==> src/rtl/vgachargen_pkg.sv <==
// vgachargen_pkg: types and constants shared by the text console
// front end and the character generator core.
package vgachargen_pkg;

  localparam int DEF_COLS = 80;
  localparam int DEF_ROWS = 60;

  localparam logic [7:0] CC_BS = 8'h08;
  localparam logic [7:0] CC_LF = 8'h0A;
  localparam logic [7:0] CC_FF = 8'h0C;
  localparam logic [7:0] CC_CR = 8'h0D;

  typedef enum logic [1:0] {
    ST_IDLE,
    ST_CLR_LINE,
    ST_CLR_SCREEN
  } console_state_e;

endpackage

==> src/rtl/vgachargen_cursor.sv <==
// vgachargen_cursor: row/col cursor with an incrementally kept line
// base, so the linear address never needs a multiplier.
module vgachargen_cursor
  import vgachargen_pkg::*;
#(
  parameter int COLS = DEF_COLS,
  parameter int ROWS = DEF_ROWS,
  parameter int CW   = $clog2(COLS),
  parameter int RW   = $clog2(ROWS),
  parameter int AW   = $clog2(COLS*ROWS)
) (
  input  logic          clk_i,
  input  logic          rst_i,
  input  logic          col_inc_i,
  input  logic          col_dec_i,
  input  logic          col_zero_i,
  input  logic          row_adv_i,
  input  logic          home_i,
  output logic [RW-1:0] row_o,
  output logic [CW-1:0] col_o,
  output logic [AW-1:0] addr_o
);

  logic [RW-1:0] row_q, row_d;
  logic [CW-1:0] col_q, col_d;
  logic [AW-1:0] base_q, base_d;

  always_comb begin
    row_d  = row_q;
    col_d  = col_q;
    base_d = base_q;
    if (home_i) begin
      row_d  = '0;
      col_d  = '0;
      base_d = '0;
    end else begin
      if (col_zero_i) begin
        col_d = '0;
      end else if (col_inc_i) begin
        col_d = col_q + CW'(1);
      end else if (col_dec_i) begin
        col_d = col_q - CW'(1);
      end
      // base tracks row*COLS; wrap resets it rather than subtracting
      if (row_adv_i) begin
        if (row_q == RW'(ROWS-1)) begin
          row_d  = '0;
          base_d = '0;
        end else begin
          row_d  = row_q + RW'(1);
          base_d = base_q + AW'(COLS);
        end
      end
    end
  end

  always_ff @(posedge clk_i) begin
    if (rst_i) begin
      row_q  <= '0;
      col_q  <= '0;
      base_q <= '0;
    end else begin
      row_q  <= row_d;
      col_q  <= col_d;
      base_q <= base_d;
    end
  end

  assign row_o  = row_q;
  assign col_o  = col_q;
  assign addr_o = base_q + AW'(col_q);

endmodule

==> src/rtl/vgachargen_console.sv <==
// vgachargen_console: byte-stream terminal front end driving text writes.
// Line clear on row advance enabled by VGACHARGEN_CONSOLE_LINE_CLEAR_EN.
module vgachargen_console
  import vgachargen_pkg::*;
#(
  parameter int         COLS       = DEF_COLS,
  parameter int         ROWS       = DEF_ROWS,
  parameter logic [7:0] BLANK_CHAR = 8'h20
) (
  input  logic                          clk_i,
  input  logic                          rst_i,
  input  logic [7:0]                    data_i,
  input  logic                          valid_i,
  output logic                          ready_o,
  output logic [7:0]                    char_o,
  output logic [$clog2(COLS*ROWS)-1:0]  addr_o,
  output logic                          wen_o,
  output logic [$clog2(ROWS)-1:0]       cur_row_o,
  output logic [$clog2(COLS)-1:0]       cur_col_o,
  output logic                          busy_o
);

  localparam int CW = $clog2(COLS);
  localparam int RW = $clog2(ROWS);
  localparam int AW = $clog2(COLS*ROWS);

  localparam logic [AW-1:0] LAST_COL  = AW'(COLS-1);
  localparam logic [AW-1:0] LAST_CELL = AW'(COLS*ROWS-1);

  console_state_e state_q, state_d;
  logic [AW-1:0]  cnt_q, cnt_d;
  logic [AW-1:0]  addr_q, addr_d;
  logic [7:0]     char_q, char_d;
  logic           wen_q, wen_d;

  logic          col_inc, col_dec, col_zero, row_adv, home;
  logic [CW-1:0] cur_col;
  logic [RW-1:0] cur_row;
  logic [AW-1:0] cur_addr;
  logic          accept, printable;

  vgachargen_cursor #(
    .COLS (COLS),
    .ROWS (ROWS),
    .CW   (CW),
    .RW   (RW),
    .AW   (AW)
  ) u_cursor (
    .clk_i      (clk_i),
    .rst_i      (rst_i),
    .col_inc_i  (col_inc),
    .col_dec_i  (col_dec),
    .col_zero_i (col_zero),
    .row_adv_i  (row_adv),
    .home_i     (home),
    .row_o      (cur_row),
    .col_o      (cur_col),
    .addr_o     (cur_addr)
  );

  assign ready_o   = (state_q == ST_IDLE) && !rst_i;
  assign busy_o    = (state_q != ST_IDLE);
  assign accept    = valid_i && ready_o;
  assign printable = (data_i >= 8'h20) && (data_i <= 8'h7E);

  always_comb begin
    state_d  = state_q;
    cnt_d    = cnt_q;
    addr_d   = addr_q;
    char_d   = char_q;
    wen_d    = 1'b0;
    col_inc  = 1'b0;
    col_dec  = 1'b0;
    col_zero = 1'b0;
    row_adv  = 1'b0;
    home     = 1'b0;
    unique case (state_q)
      ST_IDLE: begin
        if (accept) begin
          unique case (1'b1)
            printable: begin
              wen_d  = 1'b1;
              char_d = data_i;
              addr_d = cur_addr;
              if (cur_col == CW'(COLS-1)) begin
                col_zero = 1'b1;
                row_adv  = 1'b1;
              end else begin
                col_inc = 1'b1;
              end
            end
            (data_i == CC_LF): begin
              col_zero = 1'b1;
              row_adv  = 1'b1;
            end
            (data_i == CC_CR): col_zero = 1'b1;
            (data_i == CC_BS): begin
              if (cur_col != '0) begin
                col_dec = 1'b1;
                wen_d   = 1'b1;
                char_d  = BLANK_CHAR;
                addr_d  = cur_addr - AW'(1);
              end
            end
            (data_i == CC_FF): begin
              state_d = ST_CLR_SCREEN;
              cnt_d   = '0;
            end
            default: ;
          endcase
        end
`ifdef VGACHARGEN_CONSOLE_LINE_CLEAR_EN
        if (row_adv) begin
          state_d = ST_CLR_LINE;
          cnt_d   = '0;
        end
`endif
      end
`ifdef VGACHARGEN_CONSOLE_LINE_CLEAR_EN
      // cursor already sits at column 0 of the new row
      ST_CLR_LINE: begin
        wen_d  = 1'b1;
        char_d = BLANK_CHAR;
        addr_d = cur_addr + cnt_q;
        if (cnt_q == LAST_COL) begin
          state_d = ST_IDLE;
        end else begin
          cnt_d = cnt_q + AW'(1);
        end
      end
`endif
      ST_CLR_SCREEN: begin
        wen_d  = 1'b1;
        char_d = BLANK_CHAR;
        addr_d = cnt_q;
        if (cnt_q == LAST_CELL) begin
          state_d = ST_IDLE;
          home    = 1'b1;
        end else begin
          cnt_d = cnt_q + AW'(1);
        end
      end
      default: state_d = ST_IDLE;
    endcase
  end

  always_ff @(posedge clk_i) begin
    if (rst_i) begin
      state_q <= ST_IDLE;
      cnt_q   <= '0;
      addr_q  <= '0;
      char_q  <= 8'h00;
      wen_q   <= 1'b0;
    end else begin
      state_q <= state_d;
      cnt_q   <= cnt_d;
      addr_q  <= addr_d;
      char_q  <= char_d;
      wen_q   <= wen_d;
    end
  end

  assign char_o    = char_q;
  assign addr_o    = addr_q;
  assign wen_o     = wen_q;
  assign cur_row_o = cur_row;
  assign cur_col_o = cur_col;

endmodule

==> config.mk <==
export PLATFORM = sky130hd
export DESIGN_NAME = vgachargen_console
export DESIGN_NICKNAME = d
export VERILOG_FILES = /design/src/rtl/vgachargen_pkg.sv /design/src/rtl/vgachargen_cursor.sv /design/src/rtl/vgachargen_console.sv
export SDC_FILE = /design/constraint.sdc
export NUM_CORES = 1
export LEC_CHECK = 0
export CAP_MARGIN = 20
export CELL_PAD_IN_SITES_DETAIL_PLACEMENT = 1
export CELL_PAD_IN_SITES_GLOBAL_PLACEMENT = 2
export CORE_ASPECT_RATIO = 1.4
export CORE_UTILIZATION = 29
export CTS_CLUSTER_SIZE = 24
export DETAILED_ROUTE_END_ITERATION = 12
export PLACE_DENSITY = 0.73
export SYNTH_ARGS = -nofsm -noshare
export SYNTH_HDL_FRONTEND = slang
export SYNTH_SLANG_ARGS = --single-unit
==> constraint.sdc <==
create_clock -name clk_i -period 2.7 [get_ports clk_i]
set_input_delay 0.405 -clock clk_i [delete_from_list [all_inputs] [get_ports clk_i]]
set_output_delay 0.405 -clock clk_i [all_outputs]
set_load 0.01 [all_outputs]
# After elaboration in Yosys (flattened, before gate mapping)
# Cells that the tools add are included.
# totals
regBits,63
in_bits,11
output_inout_bits,37
wordCells,86
# classes
addsub,7
magnitude_cmp,2
eq_ne,14
muxes,40
reduce_logical,15
# ops
op,n
$mux 13,6
$pmux 13 s2,3
$eq 8x4->1 const B,4
$pmux 8 s2,2
$mux 1,16
$mux 8,2
$mux 7,2
$add 13x1->13 const B,1
$add 13x7->13,1
$add 13x7->13 const B,1
$eq 13x13->1 const B,1
$sub 13x1->13 const B,1
$ge 8x6->1 const B,1
$le 8x7->1 const B,1
$pmux 1 s2,4
$reduce_and 4->1,2
$add 7x1->7 const B,1
$eq 7x7->1 const B,1
$reduce_bool 7->1,1
$sub 7x1->7 const B,1
$add 6x1->6 const B,1
$eq 6x6->1 const B,1
$mux 2,3
$mux 6,1
other kinds (12),20

# Longest topological paths before layout
# logic_depth
ltp_word,7
depth_mapped,11
mapped_depth_nobuf,11

# Cells and area by module
# A second synthesis with hierarchy kept.
# unflattened
cells_unflattened,406
area_unflattened_um2,3483.3
# modules_own_cells
mod,n_inst,cells_each,area_each_um2,seq_area_each_um2
vgachargen_console,1,252,2144.6,720.7
vgachargen_cursor,1,154,1338.8,440.4

# Least setup slack after synthesis
# No wires, ideal clock.
# synth_timing
kind,register to register
startpoint,register state_q[1]
endpoint,"register u_cursor.col_q[6], in the netlist u_cursor.col_o[6]"
setup_time_ns,0.120
arrival_ns,2.647
required_ns,2.580
path_slack_ns,-0.067
path_stages_with_launch,10
n_path_buf,0
synth_period_minus_slack_ns,2.767
path_cell_list,dfxtp_1 -> or3b_1 -> or3_1 -> fa_1 -> a211oi_1 -> o21bai_1 -> a21oi_1 -> mux2i_1 -> xnor2_1 -> nor2_1
# synth_between
elab_chain_cells,6
elab_cells_between_ends,14
cone_classes,eq/ne: 1; mux: 8; reduce/logical: 5
# synth_lines
element,line,text
from (decl),vgachargen_console.sv:30,"console_state_e state_q, state_d;"
from (signal assigned),vgachargen_console.sv:155,state_q <= state_d;
$logic_not 2->1,"vgachargen_console.sv:61, vgachargen_console.sv:77",
$logic_and 1x1->1,vgachargen_console.sv:61,assign ready_o = (state_q == ST_IDLE) && !rst_i;
$logic_and 1x1->1,vgachargen_console.sv:63,assign accept = valid_i && ready_o;
$mux 1,vgachargen_console.sv:79,if (accept) begin
$mux 1,vgachargen_console.sv:77,unique case (state_q)
"$reduce_or 3->1 (no source line), or another cell as far along",-,
to (signal assigned),vgachargen_cursor.sv:64,col_q <= col_d;
to (decl),vgachargen_cursor.sv:25,"logic [CW-1:0] col_q, col_d;"
# Parallel ways exist; a longest one is shown, timed or not.
# A chain may end at the register's enable or synchronous reset.

# Worst setup path after layout
# layout_timing
startpoint,input port rst_i
endpoint,"register u_cursor.col_q[6], in the netlist u_cursor.col_o[6]"
# layout_between
elab_chain_cells,6
elab_cells_between_ends,12
cone_classes,mux: 7; reduce/logical: 5
# layout_lines
element,line,text
from (decl),vgachargen_console.sv:11,"input logic rst_i,"
$logic_not 1->1,vgachargen_console.sv:61,
$logic_and 1x1->1,vgachargen_console.sv:61,
$logic_and 1x1->1,vgachargen_console.sv:63,
$mux 1,vgachargen_console.sv:79,
$mux 1,vgachargen_console.sv:77,
"$reduce_or 3->1 (no source line), or another cell as far along",-,
# Parallel ways exist; a longest one is shown, timed or not.

==> metrics.txt <==
Area growth syn-to-layout=37.92%; LEAKAGE=1.788 nW; Max clock buf depth=2; CTS Buf Count=9; gpl congestion=0.7800; overflow left after global routing=0; reg-to-reg setup timing slack=0.15 ns; Post-synth EDFFs=0; initial DRC count=54; P per Cell Area=516.9 nW/um^2; sequential-to-total area share from yosys stat=34.27%; kind of critical path=primary input to flip-flop; CTS tree=yes; Placed Cells=632; Seq cells post-synth=58; vias in the first global route=3,636; Hold Crit Depth=2; Post-Syn Nets=432; clock sinks=58; largest net degree at the start of global routing=24; # DRC=0; Tot Pwr=2.416 mW; critical path arrival=2.81 ns; Core Area=11,340 um^2; post-synthesis cell count=407; die height=129.9 um; yosys synthesis warning count=0; Clk Latency, worst-skew pair=0.34 ns; Fmax achieved=0.3860 GHz; synthesized area=3388 um^2; Post-Route WL=10,540 um; initial antenna violation count=0; Total GRT Usage=19.00%; post-route ant nets=0; worst hold path type=flip-flop to flip-flop; Reg2Reg Depth=11; Hold Crit Start=char_o[4]; crit start category=primary input; Avg WL per Cell=16.24 um; Die Area=12,130 um^2; clock skew=0.004549 ns; Starting Density=29.88%; final non-filler cell total=649; Top Ports=48; vias per cell=5.068; Slowest-stage cell, CP=or3_4; FFs w/ async S/R, synth=0%; Hold Path End=char_o[4]; RR Startpoint=u_cursor.col_o[0]; Slew headroom=66.24%; clk root buf=clkbuf_16; final number of hold-violating endpoints=0; chip width=93.36 um; # diodes=0; min Tclk post-route=2.591 ns; IO buf count=47; Critical R2R Capture=u_cursor.col_o[6]; outcome=finished, final reports clean; first-pass GRT wire length=17,630 um; Peak VDD IR=0.0003302 V; htree depth=3; CP Max Fanout=4; layout cells sized above 1=18.22%; final setup vio count=0; max incr delay on CP=0.43 ns; fin worst setup slack=0.1092 ns; RSZ-0062 raised after global routing=no; Worst-Margin Slew=0.5064 ns; CP endpoint kind=flip-flop; Period Utilization, post-route=95.96%; MaxCap Viol Count=0; DR vias=3,289; pre-CTS WS=-0.6339 ns; Final #Nets=525; clock slew at reported path FFs=0.05 ns; dpl hpwl=8143 um; Req. time, crit path=2.92 ns; Main synth FF type=dfxtp_1; CP Cell Sequence=dlygate4sd2_1, or3b_4, or3_4, fa_2, a211oi_2, o21bai_1, a21oi_2, mux2i_1, xnor2_1, nor2_1; syn avg cell area=8.325 um^2; # rows=46; DR pass1 iterations=4; Hold-fix buffers, CTS=0; Pins Over Slew Limit=0; Layout fillers=1,367; count of cell types in the netlist=61
[synth_stat cells, drive strengths merged (5+ instances only)]
library cell | n | area share (%)
clkbuf | 9 | 1.0
or3 | 10 | 1.8
nor4 | 5 | 2.3
a21oi | 35 | 5.2
inv | 14 | 1.6
buf | 7 | 1.1
nand3 | 10 | 1.5
nand4 | 7 | 1.3
dfxtp | 58 | 34
mux2i | 12 | 3.5
ha | 13 | 4.8
xnor2 | 29 | 7.5
nor2 | 44 | 4.9
nor3 | 15 | 2.5
xor2 | 8 | 2.1
nand2 | 50 | 5.6
o21ai | 15 | 2.3
nor2b | 5 | 0.92
o22ai | 5 | 0.92
[worst max-delay path, delay by kind of cell]
family                   cells  cell delay (ns)
AO/OA/AOI/OAI                3             0.51
XOR/XNOR                     1             0.14
adder cells (fa/ha/maj)      1             0.37
buffers and inverters        1             0.25
multiplexers                 1             0.23
AND/OR/NAND/NOR              3             0.90
[placed cells by master (no fill, tap or decap), types with 13 or more instances in the layout]
cell,count
nor3_1,13
clkdlybuf4s50_1,38
nor2_1,43
a21oi_1,34
ha_1,13
buf_4,51
dfxtp_1,58
xnor2_1,29
inv_1,14
nand2_1,49
[worst max path at each step]
| stage | start | to | slack [ns] | cells past startpoint |
|---|---|---|---|---|
| after floorplan | state_q[1] | u_cursor.col_o[6] | 0.03 | 9 |
| after global placement | valid_i | u_cursor.col_o[6] | -0.47 | 10 |
| after detailed placement | data_i[1] | u_cursor.col_o[6] | -0.63 | 11 |
| after CTS | data_i[4] | u_cursor.col_o[6] | 0.01 | 11 |
| after global routing | rst_i | u_cursor.col_o[6] | 0.0009 | 10 |
| final | rst_i | u_cursor.col_o[6] | 0.11 | 10 |
[report_power, final]
| part | switching, mW | internal (mW) |
|---|---|---|
| clock | 0.414 | 0.829 |
| combinational | 0.148 | 0.141 |
| sequential | 0.0108 | 0.872 |
[metal layers]
metal | share of wire, % | GRT usage (%) | wire length, um
met1 | 42 | 20.38 | 4423
met2 | 53 | 35.51 | 5587
met3 | 2.4 | 4.021 | 253
met4 | 2.6 | 8.326 | 273
met5 | 0 | 0 | 0
[flip-flops by register name, summed over array words and instances, names as in the netlist]
register,cells
u_cursor.col_o,7
u_cursor.row_o,6
char_o,8
cnt_q,13
u_cursor.base_q,9
wen_o,1
state_q,1
addr_o,13
[area by class of cell]
class / instances / area [um^2] / area share, %
Timing Repair Buffer: 98 / 832.0 / 17.80
Sequential cell: 58 / 1161 / 24.85
Clock inverter: 5 / 77.57 / 1.660
Inverter: 14 / 52.55 / 1.124
Clock buffer: 11 / 242.7 / 5.194
Tap cell: 144 / 180.2 / 3.855
Multi-Input combinational cell: 319 / 2127 / 45.52
[through the flow]
| step | util, % | instance area [um^2] | setup TNS (ns) | hold WS (ns) |
|---|---|---|---|---|
| final | 41.22 | 4673 | 0 | 0.4561 |
| after global routing | 41.22 | 4673 | 0 | 0.4831 |
| after CTS | 41.32 | 4684 | 0 | 0.4579 |
| after detailed placement | 38.37 | 4350 | -1.927 | 0.4513 |
| after global placement | 38.37 | 4350 | -1.296 | 0.4471 |
| after floorplan | - | 3396 | 0 | 0.4648 |
[logic make-up (layout without fill, tap and decap cells)]
| group | count (synthesis) | after routing | share of synthesized area (%) |
|---|---|---|---|
| AOI/OAI and AO/OA | 85 | 85 | 16.47 |
| xor gates and xnor gates | 37 | 37 | 9.564 |
| adders and majority gates | 14 | 14 | 5.392 |
| buffers and inverters | 30 | 128 | 3.656 |
| DFF | 58 | 58 | 34.27 |
| muxes | 12 | 12 | 3.545 |
| and+or+nand+nor | 171 | 171 | 27.11 |
[repair_timing]
item / 4_1_cts / 5_1_grt
setup buffers: 1 / 0
pin swaps: 9 / 4
resized for setup: 17 / 4
setup endpoints to repair: 2 / 3
Power figures use the tool's default switching activity.
==> RTL edit, RTL diff (config.mk and constraints unchanged) <==
Build with the macro `VGACHARGEN_CONSOLE_LINE_CLEAR_EN` defined.
--- a/src/rtl/vgachargen_console.sv
+++ b/src/rtl/vgachargen_console.sv
@@ -2,2 +2,4 @@
 // Line clear on row advance enabled by VGACHARGEN_CONSOLE_LINE_CLEAR_EN.
+`define VGACHARGEN_CONSOLE_LINE_CLEAR_EN
+
 module vgachargen_console
Behaviour: not the same (Yosys sat finds a counterexample within 4 cycles, from zero or initial values and one cycle with rst_i high).
==> RTL edit against the original RTL <==
The flow now finishes with violations (negative setup slack). Sequential share of layout area is 6.5 points lower. Via count is 43% higher. Worst setup slack worse by 500 ps. Register-to-register slack worse by 540 ps. Synthesized area is 25% higher. Power is 4.9% higher. Cell area is 39% higher. Sequential cell count is 1 higher. Wire length is 57% higher. Combinational power is 18% higher. Utilization is 4.9 points higher. Worst hold slack better by 9.7 ps. Final cell count is 40% higher.
==> RTL edit: results (changes against the original RTL) <==
Final layout
  • Ant diodes: 0 (unchanged)
  • Fraction of layout cells with a size suffix above 1: 0.295 (+0.113)
  • Final Instance Count excl. Fillers: 910 (+40%)
  • Final nets: 764 (+46%)

Placement
  • Inst Count DP: 881 (+39%)
  • DP Wirelength: 12800 um (+57%)
  • Setup WS pre-CTS: -846 ps (-212 ps)
  • Placer congestion estimate: 0.839 (+7.6%)
  • PortBufs: 47 (unchanged)

Synth
  • Async S/R FF share, synth: 0 (unchanged)
  • Most frequent cell after synthesis: nor2_1
  • Post-Syn Nets: 592 (+37%)
  • Synth warn: 0 (unchanged)
  • Post-Syn Instances: 548 (+35%)
  • Synth Flop Type: dfxtp_1
  • Ranking of synthesized cells by area: dfxtp_1, ha_1, a21oi_1, xnor2_1, nor2_1
  • Post-synthesis sequential area ratio: 0.278 (-0.0643)
  • Synth unique cells: 60 (-1.6%)
  • Post-synth top cells: nor2_1, dfxtp_1, a21oi_1

Power
  • Sw Share: 0.244 (+0.00693)
  • Peak VDD IR: 0.000236 V (-28%)
  • Leak: 2.77 nW (+55%)

Clock tree
  • H-tree depth: 3 (unchanged)
  • Clock transition at the registers of the reported paths: 50 ps (about the same)
  • Root Buffer: clkbuf_16
  • Clk_lat worst skew: ~350 ps
  • Longest Clk Path Bufs: 2 (unchanged)
  • CTS buffer count: 9 (unchanged)

Status
  • Failing checks: negative setup slack
  • Status: finished with violations

GRT
  • GR Util met1: 0.227 (+0.0231)
  • Largest net degree at the start of global routing: 35 (+46%)
  • Vias in the first global route: 5238 (+44%)
  • Initial antenna violation count: 0 (unchanged)
  • First-pass GRT wire length: 26600 um (+51%)
  • GRT met3 Usage: 0.0373 (-0.00292)
  • GRT Total Usage: 0.226 (+0.0363)
  • Routing usage on met2: 0.434 (+0.0792)

Worst setup path
  • Setup CP Type: reg2reg
  • WP data arrival: 3360 ps (+550 ps)
  • Worst setup path startpoint: u_cursor.base_q[5]
  • CP max-delay cell: or4_1
  • Worst r2r dst: addr_o[11]
  • Delay-heaviest family, CP: compound AO/OA/AOI/OAI gates
  • Reg2reg path depth: 13 (+2)
  • Worst path max stage delay: 390 ps (-40 ps)
  • CP max FO: 7 (+3)

Routing
  • First-pass DRT Iterations: 4 (unchanged)
  • Via count of the routed design: 4716 (+43%)
  • Routed len/inst: 18.2 um (+12%)
  • DR iter-0 viols: 87 (+61%)

Timing
  • Final setup vio count: 7 (+7)
  • Worst Tran Pin Value: 732 ps (+226 ps)
  • Skew final: 7.51 ps (+2.96 ps)
  • Final WS setup: -387 ps (-496 ps)

Hold path
  • Hold Crit Class: reg2reg
-- RTL edit: cell count changes in the layout (fill, tap and decap cells not counted), sizes merged, moves of 11 or more --
cell	change
o21ai	+13
a21oi	+21
ha	+18
buf	+89
and3	+11
nor2	+19
-- RTL edit: cell families after synthesis --
kind of cell,after synthesis,share of synthesized area
buffers and inverters,43,0.0410
adder cells (fa/ha/maj),33,0.101
flip-flops,59,0.278
XOR/XNOR,45,0.0929
multiplexers,6,0.0145
AND/OR/NAND/NOR,219,0.255
AO/OA/AOI/OAI,142,0.216
other,1,0.000884
-- RTL edit: worst min-delay path by stage --
stage	start	slack, ps	cells after the start	endpoint
finish	char_o[3]	470	2	char_o[3]
global route	addr_o[7]	500	2	addr_o[7]
CTS	addr_o[9]	470	2	addr_o[9]
detailed placement	addr_o[6]	450	2	addr_o[6]
global placement	addr_o[11]	450	2	addr_o[11]
floorplan	u_cursor.base_q[12]	470	2	u_cursor.base_q[12]
-- RTL edit: power groups by stage --
stage	registers (W)	clock network, W	logic, W
3_3_place_gp	0.000911	0	0.000305
5_1_grt	0.000896	0.00136	0.000370
2_1_floorplan	0.000922	0	0.000139
6_report	0.000895	0.00130	0.000341
3_5_place_dp	0.000912	0	0.000313
4_1_cts	0.000893	0.00133	0.000326
-- RTL edit: through the flow --
stage,setup TNS (ps),hold WS [ps],util,total power [W],area [sq um]
6_report,-857,466,0.462,0.00253,6510
5_1_grt,-1920,499,0.462,0.00262,6510
4_1_cts,-1060,468,0.451,0.00255,6360
3_5_place_dp,-14530,453,0.418,0.00122,5890
3_3_place_gp,-12930,449,0.418,0.00122,5890
2_1_floorplan,-662,470,-,0.00106,4350
-- RTL edit: tightest hold or removal path, stage by stage (launching register included) --
cell     delay [ps]
dfxtp_1         310
nand2_1          50
a21oi_1          50
-- RTL edit: cell type report --
cell class,count,area (sq um)
Clock inverter,4,72.6
Fill cell,1689,7590
Tap cell,185,231
Inverter,18,67.6
Sequential cell,59,1190
Clock buffer,12,256
Multi-Input combinational cell,446,3170
Timing Repair Buffer,186,1520
-- RTL edit: metal layers --
metal | vias to the layer above | routed length (um)
met3 | 39 | 322
li1 | 2303 | -
met4 | 0 | 799
met5 | - | 0
met2 | 58 | 9020
met1 | 2316 | 6420
-- RTL edit: repair_timing --
item | CTS | global route
endpoints found under the setup margin | 16 | 11
pin swaps | 19 | 32
setup buffers | 9 | 6
resized for setup | 26 | 41
